<file path="src/rtl/btn_pkg.sv">
// Shared definitions for the push-button conditioner.
// Holds the status word field positions and the debounce FSM state type.
package btn_pkg;

    localparam int STATUS_LVL_LSB = 0;
    localparam int STATUS_TGL_LSB = 4;
    localparam int STATUS_CNT_LSB = 8;
    localparam int STATUS_CNT_W   = 8;
    localparam int STATUS_BTN_W   = 4;

    typedef enum logic {
        DB_STABLE,
        DB_SETTLING
    } db_state_t;

    // Number of simultaneous press events in a 4-bit event mask.
    function automatic logic [3:0] popcount4(input logic [3:0] v);
        logic [3:0] n;
        n = '0;
        for (int i = 0; i < 4; i++) begin
            n = n + {3'b000, v[i]};
        end
        return n;
    endfunction

endpackage

</file>
<file path="src/rtl/btn_debounce.sv">
// Single-button path: two-flop synchroniser, debounce FSM with run counter,
// and a one-cycle rise indication when the accepted level goes to pressed.
module btn_debounce
    import btn_pkg::*;
#(
    parameter int DEBOUNCE_CYCLES = 1000000,
    parameter int CNT_W           = 20
) (
    input  logic clk,
    input  logic rst_n,
    input  logic btn_n,
    output logic level,
    output logic rise
);

    localparam logic [CNT_W-1:0] CNT_LAST = CNT_W'(DEBOUNCE_CYCLES - 1);
    localparam logic [CNT_W-1:0] CNT_ONE  = CNT_W'(1);

    logic            sync_a;
    logic            sync_b;
    logic            pressed;
    db_state_t       state;
    db_state_t       state_next;
    logic [CNT_W-1:0] cnt;
    logic [CNT_W-1:0] cnt_next;
    logic            level_q;
    logic            level_next;
    logic            level_d;

    // Synchroniser resets to the released (high) pin level.
    always_ff @(posedge clk or negedge rst_n) begin
        if (!rst_n) begin
            sync_a <= 1'b1;
            sync_b <= 1'b1;
        end else begin
            sync_a <= btn_n;
            sync_b <= sync_a;
        end
    end

    assign pressed = ~sync_b;

    always_ff @(posedge clk or negedge rst_n) begin
        if (!rst_n) begin
            state   <= DB_STABLE;
            cnt     <= '0;
            level_q <= 1'b0;
            level_d <= 1'b0;
        end else begin
            state   <= state_next;
            cnt     <= cnt_next;
            level_q <= level_next;
            level_d <= level_q;
        end
    end

    // A sample that agrees with the current level always cancels settling,
    // even on the cycle the count would otherwise have completed.
    always_comb begin
        state_next = state;
        cnt_next   = cnt;
        level_next = level_q;
        case (state)
            DB_STABLE: begin
                cnt_next = '0;
                if (pressed != level_q) begin
                    state_next = DB_SETTLING;
                    cnt_next   = CNT_ONE;
                end
            end
            DB_SETTLING: begin
                if (pressed == level_q) begin
                    state_next = DB_STABLE;
                    cnt_next   = '0;
                end else if (cnt == CNT_LAST) begin
                    state_next = DB_STABLE;
                    cnt_next   = '0;
                    level_next = pressed;
                end else begin
                    cnt_next = cnt + CNT_ONE;
                end
            end
            default: begin
                state_next = DB_STABLE;
                cnt_next   = '0;
            end
        endcase
    end

    assign level = level_q;
    assign rise  = level_q & ~level_d;

endmodule

</file>
<file path="src/rtl/button_conditioner.sv">
// Conditions the active-low board push-buttons and packs clean levels,
// press toggles and a wrapping press counter into a 32-bit status word.
module button_conditioner
    import btn_pkg::*;
#(
    parameter int NUM_BTN         = 4,
    parameter int DEBOUNCE_CYCLES = 1000000,
    parameter int CNT_W           = 20
) (
    input  logic               clk_clk,
    input  logic               reset_reset_n,
    input  logic [NUM_BTN-1:0] btn_n,
    input  logic               clr,
    output logic [NUM_BTN-1:0] press_pulse,
    output logic [31:0]        status_word
);

    logic [NUM_BTN-1:0]      level;
    logic [NUM_BTN-1:0]      rise;
    logic [STATUS_BTN_W-1:0] level_all;
    logic [STATUS_BTN_W-1:0] rise_all;

    logic [STATUS_BTN_W-1:0] lvl_q;
    logic [STATUS_BTN_W-1:0] tgl_q;
    logic [STATUS_CNT_W-1:0] cnt_q;
    logic [NUM_BTN-1:0]      press_q;

    logic [STATUS_BTN_W-1:0] tgl_next;
    logic [STATUS_CNT_W-1:0] cnt_next;

    for (genvar i = 0; i < NUM_BTN; i++) begin : g_btn
        btn_debounce #(
            .DEBOUNCE_CYCLES(DEBOUNCE_CYCLES),
            .CNT_W          (CNT_W)
        ) u_debounce (
            .clk  (clk_clk),
            .rst_n(reset_reset_n),
            .btn_n(btn_n[i]),
            .level(level[i]),
            .rise (rise[i])
        );
    end

    // Buttons beyond NUM_BTN are tied off so their status bits read zero.
    always_comb begin
        level_all              = '0;
        rise_all               = '0;
        level_all[NUM_BTN-1:0] = level;
        rise_all[NUM_BTN-1:0]  = rise;
    end

    // Clear happens first, so presses on the clear cycle land on a zeroed base.
    always_comb begin
        tgl_next = clr ? '0 : tgl_q;
        cnt_next = clr ? '0 : cnt_q;
        tgl_next = tgl_next ^ rise_all;
        cnt_next = cnt_next + STATUS_CNT_W'(popcount4(rise_all));
    end

    always_ff @(posedge clk_clk or negedge reset_reset_n) begin
        if (!reset_reset_n) begin
            lvl_q   <= '0;
            tgl_q   <= '0;
            cnt_q   <= '0;
            press_q <= '0;
        end else begin
            lvl_q   <= level_all;
            tgl_q   <= tgl_next;
            cnt_q   <= cnt_next;
            press_q <= rise;
        end
    end

    always_comb begin
        status_word = '0;
        status_word[STATUS_LVL_LSB +: STATUS_BTN_W] = lvl_q;
        status_word[STATUS_TGL_LSB +: STATUS_BTN_W] = tgl_q;
        status_word[STATUS_CNT_LSB +: STATUS_CNT_W] = cnt_q;
    end

    assign press_pulse = press_q;

endmodule
</file>
<file path="config.mk">
export PLATFORM = sky130hd
export DESIGN_NAME = button_conditioner
export DESIGN_NICKNAME = d
export VERILOG_FILES = /design/src/rtl/btn_pkg.sv /design/src/rtl/btn_debounce.sv /design/src/rtl/button_conditioner.sv
export SDC_FILE = /design/constraint.sdc
export NUM_CORES = 1
export LEC_CHECK = 0
export ABC_AREA = 1
export BUFFER_PORTS_ARGS = -buffer_cell sky130_fd_sc_hd__buf_2
export CELL_PAD_IN_SITES_DETAIL_PLACEMENT = 0
export CELL_PAD_IN_SITES_GLOBAL_PLACEMENT = 1
export CORE_MARGIN = 4
export CORE_UTILIZATION = 38
export CTS_CLUSTER_DIAMETER = 120
export DETAILED_ROUTE_END_ITERATION = 8
export GPL_TIMING_DRIVEN = 0
export PLACE_DENSITY = 0.68
export SYNTH_ARGS = -nofsm -noshare
export SYNTH_HDL_FRONTEND = slang
export SYNTH_SLANG_ARGS = --single-unit
</file>
<file path="constraint.sdc">
create_clock -name clk_clk -period 2.85 [get_ports clk_clk]
set_input_delay 0 -clock clk_clk [delete_from_list [all_inputs] [get_ports clk_clk]]
set_output_delay 0 -clock clk_clk [all_outputs]
set_load 0.01 [all_outputs]
</file>
==> Flow_metrics.wiki, run 1 <==
{| class="wikitable"
! Metric !! Value
|-
| Via density per instance || 4.441
|-
| Startpoint type of the worst setup path || flop
|-
| Combinational share of power || 4.5%
|-
| GRT Util Overall || about 15%
|-
| Total power || around 4.2 mW
|-
| Path type of the worst setup path || flop to flop
|-
| Total wirelength of the detailed-routed design || 12360 um
|-
| Static leakage || approximately 3.3 nW
|-
| Number of instances in the synthesized netlist || 737
|-
| Achievable frequency || between 300 and 400 MHz
|-
| # DRC || 0
|-
| Die width || 133.4 um
|-
| Synthesis warning total || 0
|-
| Worst setup slack after placement || 216.0 ps
|-
| Count of max-cap constraint violations || 0
|-
| Number of buffers created by CTS || 17
|-
| TritonCTS sink count || between 100 and 150
|-
| Number of antenna repair diodes || 0
|-
| Cell family with the largest share of critical-path delay || adder cells
|-
| Number of antenna violations at the first check in global routing || 0
|-
| Post-CTS setup buffer count || 0
|-
| Relative contribution of sequential cells to total power || 40.7%
|-
| Setup-violating endpoint count in the final report || 0
|-
| Maximum count of clock buffers along a single path || 2
|-
| Syn_area_per_cell || 8.101 um^2
|-
| Filler-free cell count of the finished design || 1028
|-
| Number of optimization iterations in the first detailed-route pass || 5
|-
| Dominant cell type by count on the critical path || sky130_fd_sc_hd__fa_1
|-
| Unrepaired setup endpoints after global routing || no
|-
| Most used flip-flop cell after synthesis || sky130_fd_sc_hd__dfrtp_1
|-
| Largest stage delay on the critical path || about 500 ps
|-
| EDFF count, synth || 0
|-
| Endpoint class of the critical path || flop
|-
| Endpoint required time on the critical path || 3150 ps
|-
| Net switching power || 0.8890 mW
|-
| Total via count in the routed design || 4565
|-
| # H-tree levels || 4
|-
| Pin slew with the least headroom to its limit || 525.6 ps
|-
| Maximum VDD drop || 419.7 uV
|-
| Starting Density || 38.99%
|-
| Endpoint arrival time on the critical path || 2850 ps
|-
| Core region area || 15310 um^2
|-
| Boundary pin count || 43
|-
| Slowest stage cell on the critical path || sky130_fd_sc_hd__fa_1
|-
| Worst hold path class || input port to asynchronous set/reset pin
|-
| Remaining Overflow, GRT || 0
|-
| Post-route fraction of the period consumed by the critical path || 89.68%
|-
| Buffers plus inverters on the worst setup path || 1
|-
| CTS tree || built
|-
| Run status || completed
|-
| Antenna violation net count after detailed routing || 0
|-
| Insertion delay to the later sink of the worst-skew pair || 410 ps
|-
| Final RePlAce weighted congestion || 0.8268
|-
| Area added between synthesis and finish || 19.78%
|-
| Wire length of the first global-routing pass || around 21000 um
|-
| HPWL reported at the end of detailed placement || 8983 um
|-
| Std-Cell Rows || 45
|-
| Post-route minimum period || 2556 ps
|-
| Pins Over Slew Limit || 0
|-
| Syn Std Cell Area || 5971 um^2
|-
| Fin worst setup slack || 294.0 ps
|-
| Setup skew after layout || 8.001 ps
|-
| Number of endpoints with negative hold slack in the final report || 0
|-
| Synth unique cells || 32
|-
| Sum of negative setup slack || 0 ps
|-
| Largest net degree at the start of global routing || 64
|-
| Chip Height || 133.4 um
|-
| Count of state elements after synthesis || 116
|-
| Sequential cell area fraction in the yosys report || 48.78%
|-
| Number of DRC markers after the initial detailed-route iteration || 265
|-
| CTS Root Buffer Type || sky130_fd_sc_hd__clkbuf_16
|-
| Worst hold margin || 114.8 ps
|-
| Worst-path clk slew || 50 ps
|-
| Cell breakdown of the critical path || inv_1 -> nor2_1 -> fa_1 -> fa_1 -> fa_1 -> nand3_1 -> nor3_1 -> xnor2_1
|-
| Number of placed instances with taps included || 990
|-
| Routed wire per std cell || 12.02 um
|-
| Clock share of power || 54.8%
|-
| I/O Buffers || 26
|-
| Die area || 17780 um^2
|-
| Slew HR || 64.96%
|-
| Number of global-route vias before repair || 4582
|-
| Switching power share of the total || between 20% and 30%
|-
| Int Power || ~3.3 mW
|-
| Ratio of total power to cell area || 585.6 nW/um^2
|-
| Worst-path maximum fanout || 4
|-
| Filler cell count || roughly 1500
|-
| Async set-or-reset flop fraction in the synthesized netlist || 100.0%
|-
| Share of final-layout standard cells stronger than drive strength 1 || 15.42%
|-
| # nets final || 819
|}
metal layers:
metal	share of wire (%)	track usage [%]
met3	3.9	3.739
met1	48	19.34
met5	0	0
met4	1.3	5.371
met2	47	24.38
final timing paths:
kind	from	end	slack, ps	cells after the start
setup / recovery	g_btn[2].u_debounce.level	cnt_q[6]	290	8
hold / removal	reset_reset_n	g_btn[0].u_debounce.cnt[9]	110	2
setup reg to reg	g_btn[2].u_debounce.level	cnt_q[6]	290	8
hold reg to reg	g_btn[0].u_debounce.sync_a	g_btn[0].u_debounce.sync_b	350	0
max in group asynchronous	reset_reset_n	g_btn[1].u_debounce.sync_a	2000	3
min in group clk_clk	btn_n[1]	g_btn[1].u_debounce.sync_a	220	2
synth_stat cells (all sizes together) (2+ instances only):
cell type | n | area share (%)
dfstp | 8 | 3.5
dfrtp | 108 | 45
or2 | 5 | 0.52
ha | 5 | 1.0
xor2 | 33 | 4.8
a21oi | 7 | 0.59
buf | 24 | 3.3
nand4 | 10 | 1.0
nor2 | 193 | 13
nor3 | 23 | 2.4
inv | 83 | 5.2
o21ai | 11 | 0.92
o21bai | 2 | 0.25
nor3b | 2 | 0.25
nand3 | 38 | 3.5
fa | 3 | 1.0
a21o | 3 | 0.38
nand2 | 162 | 11
xnor2 | 13 | 1.9
state kept, by name (all words and copies together), names as in the netlist:
name,flops
cnt_q,8
g_btn.u_debounce.cnt,80
g_btn.u_debounce.level,4
g_btn.u_debounce.state,4
g_btn.u_debounce.sync_a,4
g_btn.u_debounce.sync_b,4
lvl_q,4
press_pulse,4
tgl_q,4
placed cells by master, fill, tap and decap left out, drive strengths merged:
master,count
a21o,3
a21oi,7
a31oi,1
and2,1
buf,51
bufinv,4
clkbuf,23
clkinv,6
conb,16
dfrtp,108
dfstp,8
dlygate4sd3,6
fa,3
ha,5
inv,83
nand2,162
nand3,38
nand4,10
nor2,193
nor3,23
nor3b,2
o21ai,11
o21bai,2
or2,5
xnor2,13
xor2,33
power groups by stage:
stage | Clock [mW] | Combinational, mW | Sequential [mW]
6_report | 2.30 | 0.190 | 1.70
5_1_grt | 2.43 | 0.219 | 1.71
4_1_cts | 2.36 | 0.197 | 1.70
3_5_place_dp | 0 | 0.190 | 1.73
3_3_place_gp | 0 | 0.180 | 1.73
2_1_floorplan | 0 | 0.116 | 1.73
cell families (layout without fill, tap and decap cells):
kind of cell	after synthesis	count (layout)	synth area share, %
AND/OR/NAND/NOR	434	434	31.56
buffers and inverters	108	173	8.550
flip-flops	116	116	48.78
other	1	16	0.06281
AO/OA/AOI/OAI	24	24	2.242
adder cells (fa/ha/maj)	8	8	2.054
XOR/XNOR	46	46	6.748
final cells by class:
type | instances | area, um^2 | area share, %
clock inverters | 9 | 148.9 | 2.082
multi-input cells | 528 | 2604 | 36.41
well taps | 211 | 264.0 | 3.691
flip-flops and latches | 116 | 2913 | 40.73
clock buffers | 23 | 488.0 | 6.823
plain buffers | 24 | 195.2 | 2.729
repair buffers | 33 | 224.0 | 3.132
inverters | 84 | 315.3 | 4.409
timing repair:
item,CTS,global route
hold buffers,6,0
endpoints found under the hold margin,58,0
gates resized for setup,0,0
stage by stage:
step                utilization [%]  instance area [um^2]
floorplan                         -                  6027
global placement              41.93                  6421
detailed placement            42.15                  6455
CTS                           46.70                  7152
global route                  46.70                  7152
finish                        46.70                  7152
(Power assumes the default switching activity.)
==> inputs of run 2 (changes only) <==
- CORE_UTILIZATION: 38 -> 25
- PLACE_DENSITY: 0.68 -> 0.48
==> run 2 against run 1 <==
Critical path depth unchanged; wire length up 9.8%; global-route usage down 4.0 points; largest power group unchanged; design area up 0.38%; count of clock-buffer cells in the layout unchanged; register-to-register slack better by 70 ps.
==> Flow_metrics.wiki, run 2 (synthesized netlist as in run 1, its figures left out) <==
{| class="wikitable"
! Metric !! Value
|-
| Run status || completed
|-
| Total wirelength of the detailed-routed design || 13570 um
|-
| Startpoint type of the worst setup path || flop
|-
| Static leakage || 3.247 nW
|-
| Endpoint arrival time on the critical path || around 2800 ps
|-
| Leading cell types in the layout, fill and taps excluded || sky130_fd_sc_hd__nor2_1, sky130_fd_sc_hd__nand2_1, sky130_fd_sc_hd__dfrtp_1, sky130_fd_sc_hd__inv_1, sky130_fd_sc_hd__nand3_1
|-
| Worst hold path class || input port to asynchronous set/reset pin
|-
| HPWL reported at the end of detailed placement || 9857 um
|-
| Total via count in the routed design || 4606
|-
| Die area || 26420 um^2
|-
| Post-route fraction of the period consumed by the critical path || 87.26%
|-
| Post-route minimum period || approximately 2500 ps
|-
| Setup skew after layout || between 8 and 9 ps
|-
| Largest net degree at the start of global routing || 62
|-
| Worst-path maximum fanout || 4
|-
| Endpoint required time on the critical path || between 3000 and 4000 ps
|-
| Worst reg2reg path endpoint || cnt_q[6]
|-
| Endpoint class of the critical path || flop
|-
| # DRC || 0
|-
| Number of DRC markers after the initial detailed-route iteration || roughly 190
|-
| Boundary pin count || 43
|-
| Largest register by flop count || g_btn.u_debounce.cnt
|-
| Most common cell after layout, fill and taps aside || sky130_fd_sc_hd__nor2_1
|-
| Count of max-cap constraint violations || 0
|-
| Number of optimization iterations in the first detailed-route pass || 4
|-
| Number of antenna violations at the first check in global routing || 0
|-
| GRT Util Overall || 10.95%
|-
| Number of buffers created by CTS || 17
|-
| Max reg flops || 80
|-
| Pins Over Slew Limit || 0
|-
| Chip Height || 162.5 um
|-
| CTS Root Buffer Type || sky130_fd_sc_hd__clkbuf_16
|-
| Antenna violation net count after detailed routing || 0
|-
| Wire length of the first global-routing pass || around 23000 um
|-
| Worst-path clk slew || ~50 ps
|-
| Remaining Overflow, GRT || 0
|-
| Filler cell count || 2485
|-
| CTS tree || built
|-
| Die width || 162.5 um
|-
| Starting Density || 25.44%
|-
| Sum of negative setup slack || 0 ps
|-
| # H-tree levels || 4
|-
| Core region area || 23470 um^2
|-
| Final RePlAce weighted congestion || 0.7879
|-
| Number of endpoints with negative hold slack in the final report || 0
|-
| Setup-violating endpoint count in the final report || 0
|-
| Pin slew with the least headroom to its limit || 578.7 ps
|-
| R2r startpoint || g_btn[0].u_debounce.level
|-
| Number of global-route vias before repair || ~4700
|-
| Unrepaired setup endpoints after global routing || no
|-
| Path type of the worst setup path || flop to flop
|-
| Number of cells traversed by the worst register-to-register path || 8
|-
| Maximum count of clock buffers along a single path || 2
|-
| Slack of the worst reg-to-reg path || roughly 360 ps
|-
| Area added between synthesis and finish || 20.24%
|-
| Slew HR || 61.42%
|-
| Std-Cell Rows || 56
|-
| # nets final || 819
|-
| I/O Buffers || 26
|-
| Largest regs || g_btn.u_debounce.cnt: 80 flops, cnt_q: 8 flops
|-
| Share of final-layout standard cells stronger than drive strength 1 || 15.42%
|-
| Number of antenna repair diodes || 0
|-
| Insertion delay to the later sink of the worst-skew pair || a little over 400 ps
|-
| Routed wire per std cell || 11.94 um
|-
| Achievable frequency || 402.1 MHz
|-
| Maximum VDD drop || 298.9 uV
|-
| Total power || 3.804 mW
|-
| Ratio of total power to cell area || 529.8 nW/um^2
|-
| Via density per instance || 4.055
|-
| TritonCTS sink count || 116
|}
==> run 2: cell count changes in the layout (fill, tap and decap cells not counted), sizes merged <==
cell	previous run	this run
bufinv	4	0
clkinvlp	0	3
clkinv	6	7
==> run 2: metal layers <==
| metal | vias to the layer above | routed length [um] | GRT usage (%) |
|---|---|---|---|
| li1 | 2371 | - | - |
| met1 | 2156 | 6388 | 14.06 |
| met2 | 66 | 6511 | 18.23 |
| met3 | 13 | 496 | 2.784 |
| met4 | 0 | 170 | 3.393 |
| met5 | - | 0 | 0 |
==> run 2: worst max-delay path by stage <==
stage,startpoint,end,slack (ps),cells past startpoint
after floorplan,g_btn[2].u_debounce.level,cnt_q[6],520,8
after global placement,reset_reset_n,g_btn[1].u_debounce.cnt[17],110,1
after detailed placement,g_btn[2].u_debounce.level,cnt_q[6],130,8
after CTS,g_btn[2].u_debounce.level,cnt_q[6],130,8
after global routing,g_btn[2].u_debounce.level,cnt_q[6],100,8
final,g_btn[0].u_debounce.level,cnt_q[6],360,8
==> run 2: critical path: stages, from the launching register on <==
cell and delay (ps):
sky130_fd_sc_hd__dfrtp_1 400, sky130_fd_sc_hd__inv_1 70, sky130_fd_sc_hd__nor2_2 220, sky130_fd_sc_hd__fa_1 460, sky130_fd_sc_hd__fa_1 440, sky130_fd_sc_hd__fa_1 440
sky130_fd_sc_hd__nand3_1 150, sky130_fd_sc_hd__nor3_1 70, sky130_fd_sc_hd__xnor2_1 120
==> run 2: metrics by stage <==
step	instances	util, %	cell area [um^2]	hold slack [ps]	setup WS [ps]
finish	1136	30.59	7179	124.0	363.0
global route	1136	30.59	7179	191.5	103.2
CTS	1136	30.56	7174	155.5	134.2
global placement	1097	27.93	6556	104.5	108.6
detailed placement	1098	28.08	6590	27.67	129.6
floorplan	752	-	6027	-295.6	516.6
==> run 2: power breakdown <==
part           internal (mW)  leakage, nW  total (mW)  switching, mW
registers               1.68         1.58        1.70         0.0209
clock network           1.15        0.253        1.91          0.758
logic                 0.0660         1.42       0.194          0.128
total                   2.90         3.25        3.80          0.907
==> run 2: timing repair <==
action                                  CTS  global route
endpoints found under the setup margin    0             1
setup buffers                             0             0
hold buffers                              6             0
resized for setup                         0             2
hold endpoints to repair                 60             0
==> run 2: layout make-up <==
class / count / area [um^2] / area share, %
multi-input cells: 528 / 2609 / 36.34
flip-flops and latches: 116 / 2913 / 40.57
plain buffers: 24 / 195.2 / 2.719
inverters: 84 / 315.3 / 4.392
clock buffers: 23 / 467.9 / 6.518
repair buffers: 33 / 224.0 / 3.120
clock inverters: 9 / 56.30 / 0.7842
well taps: 319 / 399.1 / 5.559
